==> src/rtl/dmem_arbiter_if.sv <==
// Bundles the CPU port, aux port and data-memory signals of the data-memory arbiter.
// The slave modport is the arbiter side; the master modport is the requester/memory side.
interface dmem_arbiter_if #(
    parameter int ADDR_WIDTH = 32,
    parameter int DATA_WIDTH = 32
);
    logic                  c_req;
    logic                  c_we;
    logic [ADDR_WIDTH-1:0] c_addr;
    logic [DATA_WIDTH-1:0] c_wdata;
    logic                  c_gnt;
    logic                  c_rvalid;
    logic [DATA_WIDTH-1:0] c_rdata;
    logic                  cpu_stall;

    logic                  x_req;
    logic                  x_we;
    logic                  x_lock;
    logic [ADDR_WIDTH-1:0] x_addr;
    logic [DATA_WIDTH-1:0] x_wdata;
    logic                  x_gnt;
    logic                  x_rvalid;
    logic [DATA_WIDTH-1:0] x_rdata;

    logic [ADDR_WIDTH-1:0] mem_a;
    logic                  mem_we;
    logic [DATA_WIDTH-1:0] mem_wd;
    logic [DATA_WIDTH-1:0] mem_rd;

    modport slave (
        input  c_req, c_we, c_addr, c_wdata,
        output c_gnt, c_rvalid, c_rdata, cpu_stall,
        input  x_req, x_we, x_lock, x_addr, x_wdata,
        output x_gnt, x_rvalid, x_rdata,
        output mem_a, mem_we, mem_wd,
        input  mem_rd
    );

    modport master (
        output c_req, c_we, c_addr, c_wdata,
        input  c_gnt, c_rvalid, c_rdata, cpu_stall,
        output x_req, x_we, x_lock, x_addr, x_wdata,
        input  x_gnt, x_rvalid, x_rdata,
        input  mem_a, mem_we, mem_wd,
        output mem_rd
    );
endinterface

==> src/rtl/dmem_arbiter.sv <==
// Purpose: shares one single-port data memory between the CPU (C) and an aux master (X); optional DMEM_ARB_ROUND_ROBIN_EN.
// Latency: grant is combinational in the request cycle; read data returns one cycle after the grant.
// Backpressure: a requester holds its request until granted; the CPU sees cpu_stall while denied.
module dmem_arbiter #(
    parameter int ADDR_WIDTH   = 32,
    parameter int DATA_WIDTH   = 32,
    parameter int STARVE_LIMIT = 4
) (
    input logic           clk,
    input logic           rst,
    dmem_arbiter_if.slave bus
);
    typedef enum logic {ARB, X_BURST} state_t;

    localparam logic [3:0] LIMIT = 4'(STARVE_LIMIT);

    if (STARVE_LIMIT < 1 || STARVE_LIMIT > 15) begin : g_limit_check
        $error("STARVE_LIMIT must be in 1..15");
    end

    state_t                state;
    logic [3:0]            starve_cnt;
    logic                  rsp_c;
    logic                  rsp_x;
    logic                  burst_hold;
    logic                  c_gnt;
    logic                  x_gnt;
    logic [ADDR_WIDTH-1:0] a_mux;
    logic [DATA_WIDTH-1:0] wd_mux;

`ifdef DMEM_ARB_ROUND_ROBIN_EN
    logic                  last_x;   // 1: X was granted most recently
`endif

    // A held lock keeps ownership with X; the cycle lock drops is arbitrated normally.
    assign burst_hold = (state == X_BURST) && bus.x_lock;

    always_comb begin
        c_gnt = 1'b0;
        x_gnt = 1'b0;
        if (rst) begin
            c_gnt = 1'b0;
            x_gnt = 1'b0;
        end else if (burst_hold) begin
            x_gnt = bus.x_req;
        end else begin
`ifdef DMEM_ARB_ROUND_ROBIN_EN
            if (bus.c_req && bus.x_req) begin
                c_gnt = last_x;
                x_gnt = !last_x;
            end else begin
                c_gnt = bus.c_req;
                x_gnt = bus.x_req;
            end
`else
            if (bus.x_req && (starve_cnt == LIMIT)) begin
                x_gnt = 1'b1;
            end else if (bus.c_req) begin
                c_gnt = 1'b1;
            end else begin
                x_gnt = bus.x_req;
            end
`endif
        end
    end

    always_comb begin
        a_mux  = '0;
        wd_mux = '0;
        if (c_gnt) begin
            a_mux  = bus.c_addr;
            wd_mux = bus.c_wdata;
        end else if (x_gnt) begin
            a_mux  = bus.x_addr;
            wd_mux = bus.x_wdata;
        end
    end

    always_ff @(posedge clk) begin
        if (rst) begin
            state      <= ARB;
            starve_cnt <= 4'd0;
            rsp_c      <= 1'b0;
            rsp_x      <= 1'b0;
`ifdef DMEM_ARB_ROUND_ROBIN_EN
            last_x     <= 1'b1;
`endif
        end else begin
            if (bus.x_lock && (x_gnt || state == X_BURST)) begin
                state <= X_BURST;
            end else begin
                state <= ARB;
            end

            rsp_c <= c_gnt && !bus.c_we;
            rsp_x <= x_gnt && !bus.x_we;

`ifdef DMEM_ARB_ROUND_ROBIN_EN
            starve_cnt <= 4'd0;
            if (c_gnt) begin
                last_x <= 1'b0;
            end else if (x_gnt) begin
                last_x <= 1'b1;
            end
`else
            if (x_gnt || !bus.x_req) begin
                starve_cnt <= 4'd0;
            end else if (c_gnt && starve_cnt < LIMIT) begin
                starve_cnt <= starve_cnt + 4'd1;
            end
`endif
        end
    end

    assign bus.c_gnt     = c_gnt;
    assign bus.x_gnt     = x_gnt;
    assign bus.cpu_stall = bus.c_req && !c_gnt && !rst;

    // Response flags are masked during reset so a pending read never surfaces.
    assign bus.c_rvalid  = rsp_c && !rst;
    assign bus.x_rvalid  = rsp_x && !rst;
    assign bus.c_rdata   = bus.c_rvalid ? bus.mem_rd : '0;
    assign bus.x_rdata   = bus.x_rvalid ? bus.mem_rd : '0;

    assign bus.mem_a     = a_mux;
    assign bus.mem_wd    = wd_mux;
    assign bus.mem_we    = (c_gnt && bus.c_we) || (x_gnt && bus.x_we);
endmodule
==> src/flat_wrapper.sv <==
// flat-port wrapper written by rule: the top's interface ports become plain ports
module dmem_arbiter_flat 
#(
    parameter int ADDR_WIDTH   = 32,
    parameter int DATA_WIDTH   = 32,
    parameter int STARVE_LIMIT = 4
)
  (clk, rst, bus_c_req, bus_c_we, bus_c_addr, bus_c_wdata, bus_c_gnt, bus_c_rvalid, bus_c_rdata, bus_cpu_stall, bus_x_req, bus_x_we, bus_x_lock, bus_x_addr, bus_x_wdata, bus_x_gnt, bus_x_rvalid, bus_x_rdata, bus_mem_a, bus_mem_we, bus_mem_wd, bus_mem_rd);
  dmem_arbiter_if #(.ADDR_WIDTH(ADDR_WIDTH), .DATA_WIDTH(DATA_WIDTH)) bus_i ();
  input logic clk;
  input logic rst;
  input wire logic [$bits(bus_i.c_req)-1:0] bus_c_req;
  input wire logic [$bits(bus_i.c_we)-1:0] bus_c_we;
  input wire logic [$bits(bus_i.c_addr)-1:0] bus_c_addr;
  input wire logic [$bits(bus_i.c_wdata)-1:0] bus_c_wdata;
  output wire logic [$bits(bus_i.c_gnt)-1:0] bus_c_gnt;
  output wire logic [$bits(bus_i.c_rvalid)-1:0] bus_c_rvalid;
  output wire logic [$bits(bus_i.c_rdata)-1:0] bus_c_rdata;
  output wire logic [$bits(bus_i.cpu_stall)-1:0] bus_cpu_stall;
  input wire logic [$bits(bus_i.x_req)-1:0] bus_x_req;
  input wire logic [$bits(bus_i.x_we)-1:0] bus_x_we;
  input wire logic [$bits(bus_i.x_lock)-1:0] bus_x_lock;
  input wire logic [$bits(bus_i.x_addr)-1:0] bus_x_addr;
  input wire logic [$bits(bus_i.x_wdata)-1:0] bus_x_wdata;
  output wire logic [$bits(bus_i.x_gnt)-1:0] bus_x_gnt;
  output wire logic [$bits(bus_i.x_rvalid)-1:0] bus_x_rvalid;
  output wire logic [$bits(bus_i.x_rdata)-1:0] bus_x_rdata;
  output wire logic [$bits(bus_i.mem_a)-1:0] bus_mem_a;
  output wire logic [$bits(bus_i.mem_we)-1:0] bus_mem_we;
  output wire logic [$bits(bus_i.mem_wd)-1:0] bus_mem_wd;
  input wire logic [$bits(bus_i.mem_rd)-1:0] bus_mem_rd;
  assign bus_i.c_req = bus_c_req;
  assign bus_i.c_we = bus_c_we;
  assign bus_i.c_addr = bus_c_addr;
  assign bus_i.c_wdata = bus_c_wdata;
  assign bus_c_gnt = bus_i.c_gnt;
  assign bus_c_rvalid = bus_i.c_rvalid;
  assign bus_c_rdata = bus_i.c_rdata;
  assign bus_cpu_stall = bus_i.cpu_stall;
  assign bus_i.x_req = bus_x_req;
  assign bus_i.x_we = bus_x_we;
  assign bus_i.x_lock = bus_x_lock;
  assign bus_i.x_addr = bus_x_addr;
  assign bus_i.x_wdata = bus_x_wdata;
  assign bus_x_gnt = bus_i.x_gnt;
  assign bus_x_rvalid = bus_i.x_rvalid;
  assign bus_x_rdata = bus_i.x_rdata;
  assign bus_mem_a = bus_i.mem_a;
  assign bus_mem_we = bus_i.mem_we;
  assign bus_mem_wd = bus_i.mem_wd;
  assign bus_i.mem_rd = bus_mem_rd;
  dmem_arbiter #(.ADDR_WIDTH(ADDR_WIDTH), .DATA_WIDTH(DATA_WIDTH), .STARVE_LIMIT(STARVE_LIMIT)) u_core (.clk(clk), .rst(rst), .bus(bus_i));
endmodule
==> config.mk <==
export PLATFORM = sky130hd
export DESIGN_NAME = dmem_arbiter_flat
export DESIGN_NICKNAME = d
export VERILOG_FILES = /design/src/rtl/dmem_arbiter_if.sv /design/src/rtl/dmem_arbiter.sv /design/src/flat_wrapper.sv
export SDC_FILE = /design/constraint.sdc
export NUM_CORES = 1
export LEC_CHECK = 0
export BUFFER_PORTS_ARGS = -buffer_cell sky130_fd_sc_hd__clkbuf_2
export CAP_MARGIN = 20
export CORE_AREA = 2 2 115 117
export DETAILED_ROUTE_END_ITERATION = 10
export DIE_AREA = 0 0 117 119
export PLACE_DENSITY = 0.4
export SYNTH_ARGS = -nofsm -noshare
export SYNTH_HDL_FRONTEND = slang
export SYNTH_SLANG_ARGS = --single-unit
==> constraint.sdc <==
create_clock -name clk -period 2.4 [get_ports clk]
set_clock_uncertainty 0.05 [all_clocks]
set_input_delay 0.48 -clock clk [delete_from_list [all_inputs] [get_ports clk]]
set_output_delay 0.48 -clock clk [all_outputs]
set_load 0.05 [all_outputs]
**Word-level counts from Yosys, hierarchy flattened**

Index checks and enable logic that the tools add are counted.
Widths: inputs -> output; s select.

- Memory bits (read-only): 0
- Memory bits (writable): 0
- Memories kept: 0
- Flip-flop bits (word level): 7
- Bits in latches: 0
- Logic and storage cells: 43
- Bits of input ports: 167
- Output and inout bits: 134

- Shifts and indexed selects: 0
- Equality and inequality tests: 1
- Divide/modulo/power cells: 0
- Magnitude comparators: 1
- $mul: 0
- Reduce and logical (&&, ||, !) cells: 21
- Multiplexer cells: 15
- Add/sub/neg operators: 1
- Bitwise operators: 0

Operators by type and width:

| operator | number |
|---|---|
| $mux 32 | 6 |
| $logic_and 1x1->1 | 12 |
| $mux 1 | 9 |
| $logic_not 1->1 | 5 |
| $add 4x1->4 const B | 1 |
| $eq 4x3->1 const B | 1 |
| $lt 4x3->1 const B | 1 |
| $logic_or 1x1->1 | 3 |
| $reduce_or 2->1 | 1 |

**Longest topological paths before layout**

- Depth in word-level cells: 8
- Gate-level depth with buffers: 7
- Depth with buffers taken out: 5

**Worst setup path before layout**

Ideal clock, no wire load.

- Kind: register -> output
- Start: reg u_core.starve_cnt[0]
- End: out bus_mem_wd[24]
- Data required time: 1.870 ns
- Arrival time: 1.885 ns
- Cell stages (with the launch flop): 7
- Path buffers: 1
- Setup slack: -0.015 ns
- Cells stage by stage: dfxtp_1 inv_1 ha_1 and3b_1 a221oi_4 buf_2 a22o_1

- Elaborated cells between the ends (all ways): 10
- Classes of those cells: 1 x eq/ne; 8 x mux; 1 x reduce/logical

RTL lines:

| item | RTL line | text |
|---|---|---|
| start: declaration | dmem_arbiter.sv:22 | `logic [3:0] starve_cnt;` |
| start signal: assignment | dmem_arbiter.sv:109 | `starve_cnt <= starve_cnt + 4'd1;` |
| $eq 4x3->1 | dmem_arbiter.sv:56 | `if (bus.x_req && (starve_cnt == LIMIT)) begin` |
| $logic_and 1x1->1 | dmem_arbiter.sv:56 |  |
| $mux 1 | dmem_arbiter.sv:56 |  |
| $mux 1 | dmem_arbiter.sv:44 | `end else if (burst_hold) begin` |
| $mux 1 | dmem_arbiter.sv:41 | `if (rst) begin` |
| named net bus_c_gnt | flat_wrapper.sv:16 | `output wire logic [$bits(bus_i.c_gnt)-1:0] bus_c_gnt;` |
| $mux 32 | dmem_arbiter.sv:70 | `if (c_gnt) begin` |
| end: declaration | flat_wrapper.sv:30 | `output wire logic [$bits(bus_i.mem_wd)-1:0] bus_mem_wd;` |

The timed path passes the listed nets, and every way through them passes these cells.

**Final worst setup path**

- Start: reg u_core.starve_cnt[1]
- End: out bus_mem_wd[19]

- Word-level cells in the longest chain between the ends: 7
- Elaborated cells between the ends (all ways): 10
- Classes of those cells: 1 x eq/ne; 8 x mux; 1 x reduce/logical

Ends and longest elaborated chain:

| item | RTL line | text |
|---|---|---|
| $eq 4x3->1 (*) | dmem_arbiter.sv:56 |  |
| $logic_and 1x1->1 (*) | dmem_arbiter.sv:56 |  |
| $mux 1 | dmem_arbiter.sv:56 |  |
| $mux 1 | dmem_arbiter.sv:44 |  |
| $mux 1 | dmem_arbiter.sv:41 |  |
| $mux 32 | dmem_arbiter.sv:73 | `end else if (x_gnt) begin` |
| $mux 32 (*) | dmem_arbiter.sv:70 |  |

Mark *: on every way between the ends. The rest lies on a longest branch, timed or not.

==> results.yml <==
yosys:
  ys_seq_area_share_pct: 9.68
  synth_area_um2: 1450
  synth_seq_cells: 7
  synthTopCellsByArea: "a22o_1 39%, and2_1 28%, dfxtp_1 9.7%"
  synth-edff-count: 0
  syn_inst: 187
  ys.flop_type: "dfxtp_1"
  async_reset_ff_share_pct: 0
  avgSynthCellArea_um2: 7.74
  synth_common_cells: "65 x a22o_1, 64 x and2_1, 9 x clkbuf_1"
  synth.distinct_cells: 22
  synth_top_cell_by_area: "a22o_1"
  yosys_warnings: 0
  synth_top_area_share_pct: 39.3
  syn_nets: 356
  synth.most_common_cell: "a22o_1"
worst_setup_path:
  cp_cell_sequence: "inv_2 -> ha_4 -> and3b_2 -> a221oi_4 -> buf_6 -> buf_12 -> buf_16 -> a22o_1 -> buf_8"
  critPathMaxFanout: 8
  crit_type: "register to primary output"
  end_kind: "primary output"
  path_buf_inv: 5
  cp.required_ns: 1.87
  crit_arrival_ns: 2.02
  cp_top_family: "buffers and inverters"
  crit_path_max_incr_delay_ns: 0.33
  cp_slowest_cell: "dfxtp_2"
  start_kind: "register"
floorplan:
  coreArea_um2: 12900
  die_w_um: 117
  die_area_um2: 13900
  boundaryPins: 301
  num_rows: 42
  die_y_um: 119
  initial_core_util_pct: 11.2
timing:
  tightestPinTransition_ns: 0.353
  drv_slew: 0
  hold_violations: 0
  setup-tns-final_ns: -6.66
  fin_crit_ns: 2.55
  fmax_ghz: 0.392
  slew_headroom_pct: 76.5
  setup_slack_ns: -0.152
  finalSetupViolCount: 66
  rsz0062_at_grt: "true"
  fin_crit_sh_pct: 106
global_route:
  grt_start_max_net_pins: 69
  grtUsageMet3_pct: 2.39
  grt_pass1_wl_um: 14800
  first_global_vias: 2646
  overflow: 0
  use_met1_pct: 14.4
  grt_use_met2_pct: 29.4
  antenna_found_initial: 0
  busiest_layer: "met2"
  grt.total_usage_pct: 14.1
route:
  wl_um: 11000
  drc: 0
  drt_first_pass_iters: 4
  vias: 2753
  drt_iter0_drc: 82
  wl_per_cell_um: 16.4
  ant_nets: 0
  via_per_inst: 4.12
finish:
  final_util_pct: 37.2
  finalNonFillerCells: 669
  num_antenna_cells: 0
  syn_to_final_growth_pct: 231
  fillers: 1282
  final_layout_size_suffix_gt1_share_pct: 71.4
  finalInstanceArea_um2: 4790
  fin_nets: 663
pwr:
  internal-power_uw: 796
  p_leak_uw: 0.00246
  power_switching_uw: 591
  p_sw_share_pct: 42.6
  irDropWorstVdd_mv: 0.179
  power.density_nw_per_um2: 289
  power.total_uw: 1390
  combPwrFrac_pct: 70.8
  power_frac_seq_pct: 8.6
  pwr-share-clk_pct: 20.5
job:
  drv_cap: 0
clock_tree:
  cts_buffers: 3
  cts_tree: "built"
  htreeDepth: 1
  cts_hold_buf: 0
  cts_buffer_depth: 2
  cts_root_buffer: "clkbuf_16"
  worstSkewPairLatency_ns: 0.23
  cts_sinks: 7
  clkSlewWorstSetupHoldPaths_ns: 0.04
run_status:
  violations: "negative setup slack"
  status: "finished with violations"
placement:
  portBuffers: 300
  place_congestion: 0.774
  post-place-cells: 650
  placed_area_um2: 3830
  dp_hpwl_um: 7720
min_path:
  hold_path_class: "input port to register"
[area by class of cell]
| class | count | area (um^2) | share of cell area, % |
|---|---|---|---|
| Inverter | 4 | 15.0 | 0.313 |
| Multi-Input combinational cell | 156 | 1310 | 27.3 |
| Timing Repair Buffer | 322 | 3030 | 63.1 |
| Tap cell | 176 | 220 | 4.59 |
| Clock buffer | 4 | 78.8 | 1.64 |
| Sequential cell | 7 | 143 | 2.97 |
[layer usage]
metal  wire length, um  vias to the layer above
met5                 0                        -
met4                31                        0
met1              3810                     1258
met3               963                        2
li1                  -                     1313
met2              6190                      180
[power groups by stage]
stage	logic, uW	clock network (uW)	registers (uW)
2_1_floorplan	434	0	121
3_3_place_gp	772	0	122
3_5_place_dp	774	0	122
4_1_cts	928	290	120
5_1_grt	1030	304	120
6_report	982	285	120
[timing repair]
| action | in CTS | in global routing |
|---|---|---|
| buffers inserted | 6 | 3 |
| gates cloned | 5 | 2 |
| pin swaps | 2 | 10 |
| gates resized for setup | 110 | 67 |
| setup endpoints to repair | 66 | 67 |
[worst register-to-register path, stage by stage (launching register included)]
cell	delay, ns
dfxtp_2	0.33
inv_2	0.05
ha_4	0.15
and3b_2	0.21
a221oi_4	0.29
buf_6	0.16
buf_12	0.12
buf_4	0.12
nor2b_1	0.11
[cell usage in the layout (no fill, tap or decap), types with 3 or more instances in the layout]
cell,instances
a22o_1,50
a22o_2,4
a22o_4,11
and2_1,64
buf_12,49
buf_16,5
buf_4,6
buf_6,11
buf_8,38
clkbuf_16,8
clkbuf_2,207
dfxtp_1,5
nor2_1,3
nor2b_1,5
[sequential cells by signal (all words and copies together) (netlist names)]
name and flops:
u_core.rsp_c 1, u_core.state 1, u_core.rsp_x 1, u_core.starve_cnt 4
[kinds of logic (layout without fill, tap and decap cells)]
family / Yosys count / count (layout) / synth area share [%]
and+or+nand+nor: 81 / 81 / 34.9
AOI/OAI and AO/OA: 73 / 73 / 45.8
buffers and inverters: 24 / 330 / 7.86
DFF: 7 / 7 / 9.68
adders and majority gates: 2 / 2 / 1.73
[stage by stage]
step                hold WS [ns]  setup slack [ns]
global placement           0.421            0.0165
global route               0.398            -0.212
CTS                        0.389            -0.205
finish                     0.392            -0.152
floorplan                  0.395            0.0589
detailed placement         0.420           -0.0125
[worst paths after layout]
path / depth (start not counted) / end / slack [ns] / start
worst max-delay path: 9 / bus_mem_wd[19] / -0.15 / u_core.starve_cnt[1]
worst min-delay path: 2 / u_core.rsp_x / 0.39 / bus_x_we
worst max register to register: 8 / u_core.rsp_c / 0.74 / u_core.starve_cnt[1]
worst min register to register: 2 / u_core.starve_cnt[3] / 0.43 / u_core.starve_cnt[3]
No activity file was read; power rests on OpenSTA's default activity.
